==> config.mk <==
export PLATFORM = sky130hd
export DESIGN_NAME = spi_master_byte
export DESIGN_NICKNAME = d
export VERILOG_FILES = /design/src/rtl/spi_pkg.sv /design/src/rtl/spi_sck_tick.sv /design/src/rtl/spi_master_byte.sv
export SDC_FILE = /design/constraint.sdc
export NUM_CORES = 1
export LEC_CHECK = 0
export ABC_AREA = 1
export ABC_CLOCK_PERIOD_IN_PS = 3000
export BUFFER_PORTS_ARGS = -buffer_cell sky130_fd_sc_hd__clkbuf_2
export CORE_ASPECT_RATIO = 0.6
export CORE_MARGIN = 4
export CORE_UTILIZATION = 54
export DETAILED_ROUTE_END_ITERATION = 10
export PLACE_DENSITY = 0.73
export SETUP_SLACK_MARGIN = 0.2
export SKIP_LAST_GASP = 1
export SLEW_MARGIN = 40
export SYNTH_ARGS = -nofsm -noshare
export SYNTH_HDL_FRONTEND = slang
export SYNTH_SLANG_ARGS = --single-unit
export TNS_END_PERCENT = 10
==> constraint.sdc <==
create_clock -name clk -period 3 [get_ports clk]
set_input_delay 0.6 -clock clk [delete_from_list [all_inputs] [get_ports clk]]
set_output_delay 0.6 -clock clk [all_outputs]
set_load 0.1 [all_outputs]
==> src/rtl/spi_pkg.sv <==
// rtl/spi_pkg.sv - shared types and sizing helpers for the byte-oriented SPI master.
package spi_pkg;

  typedef enum logic [2:0] {
    IDLE,
    SETUP,
    XFER,
    NEXT,
    HOLD,
    GAP
  } spi_mst_state_t;

  localparam int SPI_BYTE_W   = 8;
  localparam int SPI_BITCNT_W = 3;

  function automatic int spi_max4(input int a, input int b, input int c, input int d);
    int m;
    m = a;
    if (b > m) m = b;
    if (c > m) m = c;
    if (d > m) m = d;
    return m;
  endfunction

  // A count of 1 would give $clog2 == 0, so keep at least one bit.
  function automatic int spi_cnt_w(input int max_count);
    return (max_count > 1) ? $clog2(max_count) : 1;
  endfunction

endpackage

==> src/rtl/spi_sck_tick.sv <==
// rtl/spi_sck_tick.sv - half-period timer: one-cycle tick every CLK_DIV cycles while enabled.
module spi_sck_tick #(
  parameter int CLK_DIV = 4,
  parameter int CNT_W   = 2
) (
  input  logic clk_i,
  input  logic rst_i,
  input  logic en_i,
  output logic tick_o
);

  localparam logic [CNT_W-1:0] DIV_LAST = CNT_W'(CLK_DIV - 1);

  logic [CNT_W-1:0] cnt_q;

  // Held at zero while disabled so every enable starts a full half-period.
  always_ff @(posedge clk_i) begin
    if (rst_i || !en_i) begin
      cnt_q <= '0;
    end else if (cnt_q == DIV_LAST) begin
      cnt_q <= '0;
    end else begin
      cnt_q <= cnt_q + CNT_W'(1);
    end
  end

  assign tick_o = en_i && (cnt_q == DIV_LAST);

endmodule

==> src/rtl/spi_master_byte.sv <==
// rtl/spi_master_byte.sv - mode-0 MSB-first SPI master with a valid/ready byte stream host side.
module spi_master_byte
  import spi_pkg::*;
#(
  parameter int CLK_DIV  = 4,
  parameter int CS_SETUP = 4,
  parameter int CS_HOLD  = 4,
  parameter int CS_GAP   = 4
) (
  input  logic                  clk,
  input  logic                  rst,
  input  logic [SPI_BYTE_W-1:0] tx_data,
  input  logic                  tx_last,
  input  logic                  tx_valid,
  output logic                  tx_ready,
  output logic [SPI_BYTE_W-1:0] rx_data,
  output logic                  rx_valid,
  output logic                  busy,
  output logic                  SCK,
  output logic                  SSEL,
  output logic                  MOSI,
  input  logic                  MISO
);

  localparam int CNT_W = spi_cnt_w(spi_max4(CLK_DIV, CS_SETUP, CS_HOLD, CS_GAP));
  localparam logic [CNT_W-1:0] SETUP_LAST = CNT_W'(CS_SETUP - 1);
  localparam logic [CNT_W-1:0] HOLD_LAST  = CNT_W'(CS_HOLD - 1);
  localparam logic [CNT_W-1:0] GAP_LAST   = CNT_W'(CS_GAP - 1);

  spi_mst_state_t              state_q;
  logic [CNT_W-1:0]            phase_cnt_q;
  logic [SPI_BITCNT_W-1:0]     bitcnt_q;
  // Only the bits still to be sent; bit 7 goes straight to MOSI on accept.
  logic [SPI_BYTE_W-2:0]       shreg_q;
  logic [SPI_BYTE_W-1:0]       rxsh_q;
  logic                        last_q;
  logic                        sck_q;
  logic                        ssel_q;
  logic                        mosi_q;
  logic [SPI_BYTE_W-1:0]       rx_data_q;
  logic                        rx_valid_q;
  logic                        busy_q;
  logic                        tx_ready_q;
  logic                        sck_tick;

  spi_sck_tick #(
    .CLK_DIV(CLK_DIV),
    .CNT_W  (CNT_W)
  ) u_sck_tick (
    .clk_i (clk),
    .rst_i (rst),
    .en_i  (state_q == XFER),
    .tick_o(sck_tick)
  );

  always_ff @(posedge clk) begin
    if (rst) begin
      state_q     <= IDLE;
      phase_cnt_q <= '0;
      bitcnt_q    <= '0;
      shreg_q     <= '0;
      rxsh_q      <= '0;
      last_q      <= 1'b0;
      sck_q       <= 1'b0;
      ssel_q      <= 1'b1;
      mosi_q      <= 1'b0;
      rx_data_q   <= '0;
      rx_valid_q  <= 1'b0;
      busy_q      <= 1'b0;
      tx_ready_q  <= 1'b1;
    end else begin
      rx_valid_q <= 1'b0;
      unique case (state_q)
        IDLE: begin
          if (tx_valid && tx_ready_q) begin
            shreg_q     <= tx_data[SPI_BYTE_W-2:0];
            mosi_q      <= tx_data[SPI_BYTE_W-1];
            last_q      <= tx_last;
            ssel_q      <= 1'b0;
            tx_ready_q  <= 1'b0;
            busy_q      <= 1'b1;
            phase_cnt_q <= '0;
            state_q     <= SETUP;
          end
        end
        SETUP: begin
          if (phase_cnt_q == SETUP_LAST) begin
            phase_cnt_q <= '0;
            bitcnt_q    <= '0;
            state_q     <= XFER;
          end else begin
            phase_cnt_q <= phase_cnt_q + CNT_W'(1);
          end
        end
        XFER: begin
          if (sck_tick) begin
            sck_q <= ~sck_q;
            if (!sck_q) begin
              rxsh_q   <= {rxsh_q[SPI_BYTE_W-2:0], MISO};
              bitcnt_q <= bitcnt_q + SPI_BITCNT_W'(1);
            end else if (bitcnt_q == '0) begin
              // bitcnt has wrapped: this is the 8th falling edge, byte complete.
              rx_data_q  <= rxsh_q;
              rx_valid_q <= 1'b1;
              if (last_q) begin
                state_q <= HOLD;
              end else begin
                tx_ready_q <= 1'b1;
                state_q    <= NEXT;
              end
            end else begin
              mosi_q  <= shreg_q[SPI_BYTE_W-2];
              shreg_q <= {shreg_q[SPI_BYTE_W-3:0], 1'b0};
            end
          end
        end
        NEXT: begin
          if (tx_valid && tx_ready_q) begin
            shreg_q    <= tx_data[SPI_BYTE_W-2:0];
            mosi_q     <= tx_data[SPI_BYTE_W-1];
            last_q     <= tx_last;
            tx_ready_q <= 1'b0;
            state_q    <= XFER;
          end
        end
        HOLD: begin
          if (phase_cnt_q == HOLD_LAST) begin
            phase_cnt_q <= '0;
            ssel_q      <= 1'b1;
            state_q     <= GAP;
          end else begin
            phase_cnt_q <= phase_cnt_q + CNT_W'(1);
          end
        end
        GAP: begin
          if (phase_cnt_q == GAP_LAST) begin
            phase_cnt_q <= '0;
            busy_q      <= 1'b0;
            tx_ready_q  <= 1'b1;
            state_q     <= IDLE;
          end else begin
            phase_cnt_q <= phase_cnt_q + CNT_W'(1);
          end
        end
        default: begin
          state_q <= IDLE;
        end
      endcase
    end
  end

  assign tx_ready = tx_ready_q;
  assign rx_data  = rx_data_q;
  assign rx_valid = rx_valid_q;
  assign busy     = busy_q;
  assign SCK      = sck_q;
  assign SSEL     = ssel_q;
  assign MOSI     = mosi_q;

endmodule

* After elaboration in Yosys (flattened, before gate mapping) *
Index checks and enable logic that the tools add are counted.
W data, S select, Z words.

storage, ports and cells
  register bits = 40
  input port bits = 13
  output and inout bits = 14
  logic and storage cells = 104

cells by class
  add/sub/neg operators = 3
  eq/ne operators = 19
  multiplexer cells = 38
  bitwise operators = 3
  reductions and logical operators = 27

operators by type and width
  cell                   number
  $mux W3                11
  $mux W7                4
  $ne A2 B2 Y1 const B   11
  $pmux W3 S6            1
  $pmux W7 S2            1
  $mux W1                13
  $reduce_bool A2 Y1     5
  $reduce_and A3 Y1      3
  $reduce_and A4 Y1      2
  $reduce_and A8 Y1      1
  $reduce_and A7 Y1      1
  $eq A3 B2 Y1 const B   2
  $eq A3 B3 Y1 const B   2
  $logic_not A3 Y1       2
  $pmux W1 S2            3
  $pmux W3 S2            1
  $reduce_and A2 Y1      3
  $reduce_and A5 Y1      1
  $add A2 B1 Y2 const B  2
  $eq A2 B2 Y1 const B   2
  $mux W2                2
  $pmux W2 S2            1
  $reduce_or A2 Y1       2
  $reduce_or A4 Y1       1
  10 further kinds       13

* Longest topological paths before layout *
Gate-level depths: netlist (run 1).

  depth after elaboration = 5
  depth in mapped cells = 11
  gate-level depth less buffers = 10

* Modules after synthesis *
From an unflattened synthesis (run 1), not the netlist that was laid out.

unflattened totals
  cells, all modules = 269
  area total of the unflattened synthesis = 1883.1 µm²

by module, submodules not included
  module           instances  cells each  area an instance (µm²)  seq. area each (µm²)
  spi_master_byte  1          258         1794.2                  760.7
  spi_sck_tick     1          11          88.8                    40.0

* Least setup slack after synthesis (run 1) *
Ideal clock, no wire load.

  path kind = flip-flop to flip-flop
  from = register tx_ready_q (netlist: tx_ready)
  to = register mosi_q (netlist: MOSI)
  arrival = 1.913 ns
  required time = 2.887 ns
  slack = 0.974 ns
  stages on the path, launching flop included = 9
  clock period less this slack = 2.026 ns
  path through = dfxtp_1 > nand2_1 > nand3_2 > nand2_2 > nor2_8 > nand2_4 > buf_6 > nor2_1 > nor2_1

on the way
  word-level cells in the longest chain between the ends = 3

ends and longest elaborated chain
  item                                line                                           RTL
  start: declaration                  spi_master_byte.sv:43                          logic tx_ready_q;
  start signal: assignment            spi_master_byte.sv:70                          tx_ready_q <= 1'b1;
  start signal: assignment            spi_master_byte.sv:80                          tx_ready_q <= 1'b0;
  start signal: assignment            spi_master_byte.sv:108                         tx_ready_q <= 1'b1;
  $logic_and A1 B1 Y1                 spi_master_byte.sv:75, spi_master_byte.sv:118
  $ne A2 B1 Y1 (no source line)       -
  $reduce_and A5 Y1 (no source line)  -
  end signal: assignment              spi_master_byte.sv:77                          mosi_q <= tx_data[SPI_BYTE_W-1];
  end signal: assignment              spi_master_byte.sv:112                         mosi_q <= shreg_q[SPI_BYTE_W-2];
  end signal: assignment              spi_master_byte.sv:120                         mosi_q <= tx_data[SPI_BYTE_W-1];
  end: declaration                    spi_master_byte.sv:39                          logic mosi_q;

Every way passes these cells.
A chain may end at the register's enable or synchronous reset.

* Final worst setup path (run 1) *
  from = register sck_q (netlist: SCK)
  to = output port SCK

RTL lines
  item                      line                   RTL
  start: declaration        spi_master_byte.sv:37  logic sck_q;
  start signal: assignment  spi_master_byte.sv:97  sck_q <= ~sck_q;
  end: declaration          spi_master_byte.sv:19  output logic SCK,

No word-level cell between the ends.

==> key figures, run 1 <==
Synthesis
  – Sequential area share after synthesis: 43.3%
  – Post-Syn Nets: 276
  – Synth Area per Inst: 7.14 um^2
  – Synth cell types: 33
  – Top FF cell, synth: dfxtp_1
  – FF+latch count, synth: 40
  – Area contributors post-synth: dfxtp_1, nand2_1, nor2_1
  – Post-synth EDFFs: 0
  – Asr flop ratio synth: 0%
  – Synth Cell Area: 1850 um^2
  – Synth top area share: 43.3%
  – Dominant cell type by area after synthesis: dfxtp_1
  – Post-Synthesis Cells: 259
  – Synthesis Warnings: 0

Final layout
  – Register Area: 801 um^2
  – # fillers: 314
  – Fin nets: 302
  – ANT cells: 0
  – Layout cells sized above 1: 17.5%
  – Design area: 2090 um^2
  – Area occupied by multi-input gates: 906 um^2
  – Synthesis-to-layout area growth: 12.8%

Clocking
  – TritonCTS clock tree: built
  – CTS clk-pin slew, worst paths: 0.07 ns
  – Worst-Skew Late Latency: 0.30 ns
  – Sink Count: 40
  – Post-CTS Setup Inserts: 0
  – CTS root buffer: clkbuf_8
  – Number of CTS-inserted buffers: 5
  – # hold bufs at CTS: 0
  – H-Tree Depth: 2
  – CTS Buffer Depth: 2
  – Number of gates resized after cts: 0

Routing
  – Final ANT Viol Nets: 0
  – Vias per cell: 4.91
  – Initial drt markers: 116
  – Routed WL: 3810 um
  – Routed len/inst: 11.5 um
  – Via count: 1626
  – DRC viols: 0
  – First-pass iteration count of the detailed router: 4

Critical path
  – Kind of critical path: reg -> out
  – Slowest stage delay, CP: 0.50 ns
  – Arr. time, crit path: 1.23 ns
  – Slowest CP cell: clkbuf_2
  – Levels on crit path: 1
  – Crit path cell chain: clkbuf_2
  – Critical Path RT: 2.40 ns
  – Crit. End Element: output port
  – CP max FO: 6
  – Startpoint Class: flip-flop
  – Worst-case reg-to-reg path depth: 7
  – Crit path max-delay family: buffers and inverters
  – Crit path buf inv count: 1

Pwr
  – Sequential Power Share: 36.9%
  – Switching power: 0.781 mW
  – Cell leakage power: 0.934 nW
  – PD cells: 853 nW/um^2
  – Clock power frac: 20.7%
  – Combinational share of power: 42.5%
  – Power Internal: 0.999 mW
  – Switching fraction of total power: 43.9%
  – Worst IR drop on VDD: 0.000558 V

Die
  – Core area: 3260 um^2
  – Io pins: 27
  – Die width: 83.6 um
  – Row count: 16
  – Initial Util: 56.7%
  – Die area: 4460 um^2
  – Die height: 53.3 um

STA
  – Fin crit period: 1.83 ns
  – RSZ-0062 raised after global routing: no
  – Clock Skew: 0.00962 ns
  – Final hold violation count: 0
  – Setup_tns: 0 ns
  – Final worst-path cycle share: 61.1%
  – FMAX: 545 MHz
  – Final Setup Violations: 0
  – Slew Limit Headroom: 62.3%
  – Fin Hold WS: 0.449 ns
  – Fin. max-slew vios: 0
  – Slew @ Worst Pin: 0.564 ns

Hold path
  – HP Class: reg -> reg
  – Worst Hold Depth: 1

Global routing
  – Number of global-route vias before repair: 1473
  – Initial antenna violation count: 0
  – Largest net degree at the start of global routing: 24
  – Total grt overflow: 0
  – Global-route wire length before repair: 6670 um
  – Gr usage total: 19.0%

Placement
  – Final HPWL DP: 2770 um
  – Gpl congestion: 1.04
  – Port Buffers: 26
  – Post-DP Area: 1990 um^2

Run
  – Max-cap violations: 0

Status
  – Outcome: complete, no violations
[cell families after synthesis]
family                     count (synthesis)  synth area share (%)
adders and majority gates                  4                  2.71
AOI/OAI and AO/OA                         46                  13.3
xor gates and xnor gates                   1                 0.474
buffers and inverters                     33                  7.71
and+or+nand+nor                          135                  32.5
DFF                                       40                  43.3
[Yosys cell counts (2+ instances only)]
cell type   n
a21oi_1    19
a21oi_2     2
buf_4       2
clkbuf_1    3
dfxtp_1    40
ha_1        4
inv_1      21
inv_2       3
nand2_1    66
nand2_2     2
nand3_1    13
nor2_1     43
nor2_2      2
o21ai_0    17
o21ai_1     4
[layout by cell type, fill, tap and decap left out]
cell	n
nand3_1	13
a22oi_1	1
clkbuf_2	26
nor2_2	2
nand3_4	1
xnor2_1	1
nor2_1	43
nand4_2	1
o22ai_1	1
nor3_1	1
dfxtp_1	40
a211oi_1	1
clkinv_1	1
inv_4	1
a21oi_1	19
o21a_1	1
nand2_1	66
nand2_4	1
nor3b_1	1
nand2_2	2
nand4_1	1
inv_1	21
clkinv_2	2
nor2_8	1
o21ai_0	17
inv_2	3
nand3_2	1
a21oi_2	2
nor2_4	1
o21ai_1	4
clkbuf_8	6
ha_1	4
[cell type report]
type | count | share of cell area, %
inverters | 26 | 4.80
clock inverters | 2 | 0.480
clock buffers | 6 | 3.96
well taps | 45 | 2.70
repair buffers | 26 | 6.24
flip-flops and latches | 40 | 38.4
multi-input cells | 186 | 43.4
[registers in the layout, summed over array words and instances, names as in the netlist]
register	count
rx_data	8
rxsh_q	8
shreg_q	7
bitcnt_q	3
state_q	3
phase_cnt_q	2
u_sck_tick.cnt_q	2
MOSI	1
SCK	1
SSEL	1
busy	1
last_q	1
rx_valid	1
tx_ready	1
[power by group through the flow]
stage	combinational (mW)	sequential (mW)	clock (mW)
after floorplan	0.548	0.769	0
final	0.756	0.656	0.368
after CTS	0.749	0.654	0.376
after global routing	0.852	0.667	0.396
after global placement	0.738	0.665	0
after detailed placement	0.743	0.666	0
[final timing paths]
kind | startpoint | endpoint | slack, ns
worst min register to register | u_sck_tick.cnt_q[0] | u_sck_tick.cnt_q[0] | 0.45
worst min-delay path | u_sck_tick.cnt_q[0] | u_sck_tick.cnt_q[0] | 0.45
worst max-delay path | SCK | SCK | 1.17
worst max register to register | state_q[0] | bitcnt_q[1] | 1.19
[layer usage]
| layer | global-route usage, % | part of all wire [%] | vias up |
|---|---|---|---|
| li1 | - | - | 877 |
| met1 | 27.1 | 54 | 690 |
| met2 | 27.5 | 37 | 52 |
| met3 | 4.82 | 7.2 | 7 |
| met4 | 7.22 | 1.5 | 0 |
| met5 | 0 | 0 | - |
[metrics by stage]
| step | setup slack (ns) | utilization, % | power [mW] | instances |
|---|---|---|---|---|
| finish | 1.17 | 63.9 | 1.78 | 331 |
| global route | 1.01 | 63.9 | 1.92 | 331 |
| CTS | 1.16 | 63.9 | 1.78 | 331 |
| detailed placement | 1.22 | 61.1 | 1.41 | 323 |
| global placement | 1.22 | 61.1 | 1.40 | 323 |
| floorplan | 0.974 | - | 1.32 | 259 |
Note: power is estimated with default switching activity, not from simulation.
==> run 2, diff against run 1 <==
--- a/config.mk
+++ b/config.mk
@@ -6,7 +6,7 @@
 export NUM_CORES = 1
 export LEC_CHECK = 0
 export ABC_AREA = 1
-export ABC_CLOCK_PERIOD_IN_PS = 3000
+export ABC_CLOCK_PERIOD_IN_PS = 1910
 export BUFFER_PORTS_ARGS = -buffer_cell sky130_fd_sc_hd__clkbuf_2
 export CORE_ASPECT_RATIO = 0.6
 export CORE_MARGIN = 4
==> constraint.sdc (replaced) <==
create_clock -name clk -period 1.91 [get_ports clk]
set_input_delay 0.382 -clock clk [delete_from_list [all_inputs] [get_ports clk]]
set_output_delay 0.382 -clock clk [all_outputs]
set_load 0.1 [all_outputs]
==> run 2 against run 1 <==
Effect of this change: total power rose by 65%; setup slack worse by 0.88 ns; combinational power increased by 64%; routed wire length increased by 3.0%; die area did not move; utilization is 1.5 points higher; design area rose by 2.3%; first-iteration DRC count grew 33%; critical path type is now reg -> reg; critical endpoint is now state_q[0]; largest cell class unchanged.
==> key figures, run 2 (synthesized netlist as in run 1, its figures left out) <==
Status
  – Outcome: complete, no violations (unchanged)

Die
  – Die area: 4460 um^2 (unchanged)
  – Core area: 3260 um^2 (unchanged)
  – Initial Util: 56.7% (unchanged)
  – Die width: 83.6 um (unchanged)
  – Io pins: 27 (unchanged)
  – Die height: 53.3 um (unchanged)
  – Row count: 16 (unchanged)

Final layout
  – Design area: 2130 um^2 (was 2090 um^2)
  – Synthesis-to-layout area growth: 15.4% (was 12.8%)
  – Layout cells sized above 1: 19.0% (was 17.5%)
  – Commonest non-fill, non-tap cell in the layout: nand2_1 (unchanged)
  – Fin nets: 306 (was 302)
  – # fillers: 310 (was 314)
  – Post-layout util: 65.4% (was 63.9%)
  – Most frequent cells in the layout: nand2_1, nor2_1, dfxtp_1, clkbuf_2, inv_1 (unchanged)
  – ANT cells: 0 (unchanged)

STA
  – Slew @ Worst Pin: 0.547 ns (was 0.564 ns)
  – Clock Skew: 0.00766 ns (was 0.00962 ns)
  – FMAX: 616 MHz
  – Final hold violation count: 0 (unchanged)
  – Setup_tns: 0 ns (unchanged)
  – Fin Hold WS: 0.326 ns (was 0.449 ns)
  – Final worst-path cycle share: 85.0%
  – RSZ-0062 raised after global routing: yes (was no)
  – Final Setup Violations: 0 (unchanged)
  – Final worst slack: 0.286 ns (was 1.17 ns)
  – Slew Limit Headroom: 63.7% (was 62.3%)
  – Fin crit period: 1.62 ns
  – Fin. max-slew vios: 0 (unchanged)

Routing
  – Final ANT Viol Nets: 0 (unchanged)
  – First-pass iteration count of the detailed router: 4 (unchanged)
  – Routed WL: 3930 um (was 3810 um)
  – DRC viols: 0 (unchanged)
  – Vias per cell: 5.00 (was 4.91)
  – Via count: 1674 (was 1626)
  – Initial drt markers: 154 (was 116)
  – Routed len/inst: 11.7 um (was 11.5 um)

Critical path
  – Reg2reg start: phase_cnt_q[0] (was state_q[0])
  – Slowest CP cell: dfxtp_1 (was clkbuf_2)
  – Slowest stage delay, CP: 0.36 ns (was 0.50 ns)
  – Crit. End Element: flip-flop (was output port)
  – Startpoint Class: flip-flop (unchanged)
  – Reg2reg end: state_q[0] (was bitcnt_q[1])
  – Critical Path RT: 2.13 ns (was 2.40 ns)
  – Worst-case reg-to-reg path depth: 9 (was 7)
  – R2r setup slk: 0.29 ns (was 1.19 ns)
  – Crit path cell chain: ha_1, inv_1, nand4_1, nand2_1, nor2_1, nand2_1, nand2_1, nand2_1, nor2_1 (was clkbuf_2)
  – CP max FO: 4 (was 6)
  – Crit path max-delay family: simple AND/OR/NAND/NOR gates (was buffers and inverters)
  – Kind of critical path: reg -> reg (was reg -> out)
  – Arr. time, crit path: 1.85 ns (was 1.23 ns)
  – CP most frequent cell: nand2_1
  – Crit path buf inv count: 1 (unchanged)

Placement
  – Port Buffers: 26 (unchanged)
  – Pre-CTS WS: 0.308 ns (was 1.22 ns)
  – Final HPWL DP: 2850 um (was 2770 um)
  – Gpl congestion: 0.921 (was 1.04)
  – Post-DP Area: 2010 um^2 (was 1990 um^2)

Clocking
  – H-Tree Depth: 2 (unchanged)
  – Number of gates resized after cts: 0 (unchanged)
  – TritonCTS clock tree: built (unchanged)
  – CTS clk-pin slew, worst paths: 0.08 ns (was 0.07 ns)
  – Sink Count: 40 (unchanged)
  – Worst-Skew Late Latency: 0.29 ns (was 0.30 ns)
  – Number of CTS-inserted buffers: 5 (unchanged)
  – CTS Buffer Depth: 2 (unchanged)
  – CTS root buffer: clkbuf_8 (unchanged)

Global routing
  – Initial antenna violation count: 0 (unchanged)
  – Total grt overflow: 0 (unchanged)
  – Largest net degree at the start of global routing: 23 (was 24)
  – Number of global-route vias before repair: 1431 (was 1473)
  – Global-route wire length before repair: 6580 um (was 6670 um)
  – Gr usage total: 18.7% (was 19.0%)

Pwr
  – Switching power: 1.24 mW (was 0.781 mW)
  – Cell leakage power: 0.956 nW (was 0.934 nW)
  – Switching fraction of total power: 42.0% (was 43.9%)
  – Worst IR drop on VDD: 0.000812 V (was 0.000558 V)
  – Sequential Power Share: 35.0% (was 36.9%)
  – Clock power frac: 22.7% (was 20.7%)
  – Combinational share of power: 42.3% (was 42.5%)
  – PD cells: 1380 nW/um^2 (was 853 nW/um^2)
  – Power Internal: 1.71 mW (was 0.999 mW)

Hold path
  – Hold_sp: MISO (was u_sck_tick.cnt_q[0])
  – Worst Hold Depth: 3 (was 1)
  – Hold endpoint: rxsh_q[0] (was u_sck_tick.cnt_q[0])
  – HP Class: in -> reg (was reg -> reg)

Run
  – Max-cap violations: 0 (unchanged)
-- run 2: changes by cell type in the layout (fill, tap and decap cells not counted) --
cell	change
clkinv_2	-1
dfxtp_2	+2
clkbuf_1	+1
clkbuf_8	-1
buf_4	+4
dfxtp_1	-2
bufinv_16	+1
-- run 2: layout make-up --
class	instances	area, um^2	area share, %
Inverter	26	100	4.69
Multi-Input combinational cell	186	906	42.5
Timing Repair Buffer	30	160	7.51
Tap cell	45	56.3	2.64
Sequential cell	40	803	37.7
Clock inverter	2	35.0	1.64
Clock buffer	6	72.6	3.40
-- run 2: worst max path at each step --
| stage | startpoint | to | slack [ns] | cells after the start |
|---|---|---|---|---|
| floorplan | tx_ready | MOSI | 0.25 | 8 |
| global placement | phase_cnt_q[0] | state_q[0] | 0.38 | 9 |
| detailed placement | state_q[1] | last_q | 0.31 | 7 |
| CTS | state_q[1] | shreg_q[1] | 0.28 | 8 |
| global route | phase_cnt_q[0] | state_q[0] | 0.16 | 9 |
| finish | phase_cnt_q[0] | state_q[0] | 0.29 | 9 |
-- run 2: what timing repair did --
item                       4_1_cts  5_1_grt
hold buffers                     0        0
buffers inserted                 0        2
setup endpoints to repair        0       11
-- run 2: through the flow --
| step | instances | total power, mW |
|---|---|---|
| after floorplan | 259 | 2.07 |
| after global placement | 325 | 2.20 |
| after detailed placement | 325 | 2.22 |
| after CTS | 333 | 2.90 |
| after global routing | 335 | 3.15 |
| final | 335 | 2.94 |
-- run 2: metal layers --
metal	part of all wire [%]	GRT usage [%]
met3	8.1	5.29
met1	51	26.8
met2	41	27.3
met4	0.18	5.35
met5	0	0
-- run 2: worst reg2reg max path: cells and delay by family, from the launching register on --
| family | cells | cell delay, ns |
|---|---|---|
| and+or+nand+nor | 7 | 0.84 |
| DFF | 1 | 0.36 |
| adders and majority gates | 1 | 0.26 |
| buffers and inverters | 1 | 0.12 |
-- run 2: power groups by stage --
stage,combinational (mW),sequential [mW],clock (mW)
6_report,1.24,1.03,0.668
5_1_grt,1.38,1.05,0.724
4_1_cts,1.19,1.03,0.685
3_5_place_dp,1.18,1.05,0
3_3_place_gp,1.16,1.04,0
2_1_floorplan,0.861,1.21,0
==> run 3, diff against run 2 <==
--- a/config.mk
+++ b/config.mk
@@ -6,7 +6,7 @@
 export NUM_CORES = 1
 export LEC_CHECK = 0
 export ABC_AREA = 1
-export ABC_CLOCK_PERIOD_IN_PS = 1910
+export ABC_CLOCK_PERIOD_IN_PS = 1600
 export BUFFER_PORTS_ARGS = -buffer_cell sky130_fd_sc_hd__clkbuf_2
 export CORE_ASPECT_RATIO = 0.6
 export CORE_MARGIN = 4
==> constraint.sdc (replaced) <==
create_clock -name clk -period 1.6 [get_ports clk]
set_input_delay 0.32 -clock clk [delete_from_list [all_inputs] [get_ports clk]]
set_output_delay 0.32 -clock clk [all_outputs]
set_load 0.1 [all_outputs]
==> run 3 against run 2 <==
Effect of this change: worst hold slack worse by 0.062 ns; total power up 34%; critical path depth down 8; die area unchanged; via count up 4.1%; combinational power up 52%; clock-buffer cell count unchanged; sequential power up 22%; setup slack worse by 0.11 ns; routed wire length up 8.3%; global-route usage about the same; clock power up 19%; critical path type is now reg -> out; critical endpoint is now tx_ready.
==> key figures, run 3 (synthesized netlist as in run 1, its figures left out) <==
Status
  – Outcome: complete, no violations (unchanged)

Placement
  – Gpl congestion: 0.862 (was 0.921)
  – Post-DP Area: 2070 um^2 (was 2010 um^2)
  – Pre-CTS WS: 0.0894 ns (was 0.308 ns)
  – Final HPWL DP: 2850 um (about the same)
  – Port Buffers: 26 (unchanged)
  – Placed instance count: 329 (was 325)

Global routing
  – Total grt overflow: 0 (unchanged)
  – Number of global-route vias before repair: 1420 (was 1431)
  – Largest net degree at the start of global routing: 23 (unchanged)
  – Gr usage total: 18.7% (about the same)
  – Initial antenna violation count: 0 (unchanged)
  – Global-route wire length before repair: 6510 um (was 6580 um)

Routing
  – Routed len/inst: 12.3 um (was 11.7 um)
  – DRC viols: 0 (unchanged)
  – Initial drt markers: 128 (was 154)
  – Routed WL: 4250 um (was 3930 um)
  – Via count: 1742 (was 1674)
  – First-pass iteration count of the detailed router: 4 (unchanged)
  – Final ANT Viol Nets: 0 (unchanged)
  – Vias per cell: 5.03 (was 5.00)

Clocking
  – Number of CTS-inserted buffers: 5 (unchanged)
  – Sink Count: 40 (unchanged)
  – TritonCTS clock tree: built (unchanged)
  – CTS clk-pin slew, worst paths: 0.07 ns (was 0.08 ns)
  – H-Tree Depth: 2 (unchanged)
  – Worst-Skew Late Latency: 0.28 ns (was 0.29 ns)
  – CTS root buffer: clkbuf_8 (unchanged)
  – CTS Buffer Depth: 2 (unchanged)

Hold path
  – Worst Hold Depth: 3 (unchanged)
  – Hold_sp: MISO (unchanged)
  – HP Class: in -> reg (unchanged)
  – Hold endpoint: rxsh_q[0] (unchanged)

Pwr
  – PD cells: 1640 nW/um^2 (was 1380 nW/um^2)
  – Cell leakage power: 1.06 nW (was 0.956 nW)
  – Worst IR drop on VDD: 0.000903 V (was 0.000812 V)
  – Total power draw: 3.94 mW (was 2.94 mW)

Critical path
  – Kind of critical path: reg -> out (was reg -> reg)
  – CP max FO: 3 (was 4)
  – Critical Path RT: 1.28 ns (was 2.13 ns)
  – R2r setup slk: 0.22 ns (was 0.29 ns)
  – Worst setup path start: tx_ready (was phase_cnt_q[0])
  – Arr. time, crit path: 1.11 ns (was 1.85 ns)
  – Slowest CP cell: clkbuf_2 (was dfxtp_1)
  – Crit path cell chain: clkbuf_2 (was ha_1, inv_1, nand4_1, nand2_1, nor2_1, nand2_1, nand2_1, nand2_1, nor2_1)
  – Startpoint Class: flip-flop (unchanged)
  – Slowest stage delay, CP: 0.45 ns (was 0.36 ns)
  – Crit. End Element: output port (was flip-flop)
  – Reg2reg start: state_q[0] (was phase_cnt_q[0])
  – Crit path max-delay family: buffers and inverters (was simple AND/OR/NAND/NOR gates)
  – Reg2reg end: tx_ready (was state_q[0])
  – Crit path buf inv count: 1 (unchanged)
  – Worst-case reg-to-reg path depth: 7 (was 9)
  – Levels on crit path: 1 (was 9)

STA
  – Setup_tns: 0 ns (unchanged)
  – Final worst-path cycle share: 89.3%
  – Clock Skew: 0.00238 ns (was 0.00766 ns)
  – Slew @ Worst Pin: 0.556 ns (was 0.547 ns)
  – Fin crit period: 1.43 ns
  – Final hold violation count: 0 (unchanged)
  – Fin Hold WS: 0.264 ns (was 0.326 ns)
  – FMAX: 700 MHz
  – Final worst slack: 0.171 ns (was 0.286 ns)
  – Final Setup Violations: 0 (unchanged)
  – Fin. max-slew vios: 0 (unchanged)
  – Slew Limit Headroom: 63.1% (was 63.7%)
  – RSZ-0062 raised after global routing: yes (unchanged)

Final layout
  – Fin cells: 346 (was 335)
  – Commonest non-fill, non-tap cell in the layout: nand2_1 (unchanged)
  – ANT cells: 0 (unchanged)
  – Layout cells sized above 1: 28.9% (was 19.0%)
  – # fillers: 246 (was 310)
  – Fin nets: 317 (was 306)
  – Design area: 2400 um^2 (was 2130 um^2)
  – Most frequent cells in the layout: nand2_1, nor2_1, dfxtp_1, clkbuf_2, a21oi_1 (was nand2_1, nor2_1, dfxtp_1, clkbuf_2, inv_1)
  – Post-layout util: 73.6% (was 65.4%)
  – Synthesis-to-layout area growth: 29.9% (was 15.4%)

Die
  – Core area: 3260 um^2 (unchanged)
  – Die area: 4460 um^2 (unchanged)
  – Die width: 83.6 um (unchanged)
  – Io pins: 27 (unchanged)
  – Die height: 53.3 um (unchanged)
  – Row count: 16 (unchanged)
  – Initial Util: 56.7% (unchanged)

Run
  – Max-cap violations: 0 (unchanged)
-- run 3: cell count changes in the layout (fill, tap and decap cells not counted), moves of 3 or more --
| cell | before | now |
|---|---|---|
| nand2_1 | 66 | 60 |
| nand2_4 | 1 | 7 |
| buf_4 | 4 | 9 |
| dfxtp_1 | 38 | 33 |
| dfxtp_4 | 0 | 5 |
| inv_1 | 21 | 17 |
| inv_4 | 1 | 5 |
| ha_1 | 4 | 1 |
| nor2_4 | 1 | 4 |
-- run 3: worst max path at each step --
stage,to,slack [ns]
after global placement,rx_data[0],0.11
after floorplan,MOSI,0.21
after CTS,rx_data[2],0.12
after global routing,SSEL,0.12
final,tx_ready,0.17
after detailed placement,rx_data[2],0.09
-- run 3: area by class of cell --
cell class | instances | area, um^2 | share of cell area [%]
Sequential cell | 40 | 822 | 34.2
Inverter | 26 | 124 | 5.16
Clock inverter | 2 | 35.0 | 1.46
Clock buffer | 6 | 72.6 | 3.02
Timing Repair Buffer | 39 | 268 | 11.1
Multi-Input combinational cell | 188 | 1020 | 42.7
Tap cell | 45 | 56.3 | 2.34
-- run 3: where the power goes --
group          total (mW)  leakage [nW]  switching [mW]  internal [mW]
logic                1.88         0.680            1.20          0.684
registers            1.26         0.329           0.114           1.15
clock network       0.796        0.0552           0.334          0.463
total                3.94          1.06            1.65           2.29
-- run 3: layer usage --
layer	wire (um)	track usage [%]	up-vias
li1	-	-	909
met1	2120	26.6	769
met2	1830	27.7	60
met3	267	4.82	4
met4	38	5.61	0
met5	0	0	-
-- run 3: timing repair --
item	in CTS	in global routing
cloned	0	3
hold buffers	0	0
pin swaps	0	12
resized for setup	4	44
hold endpoints to repair	0	0
setup endpoints to repair	42	46
buffers inserted	0	6
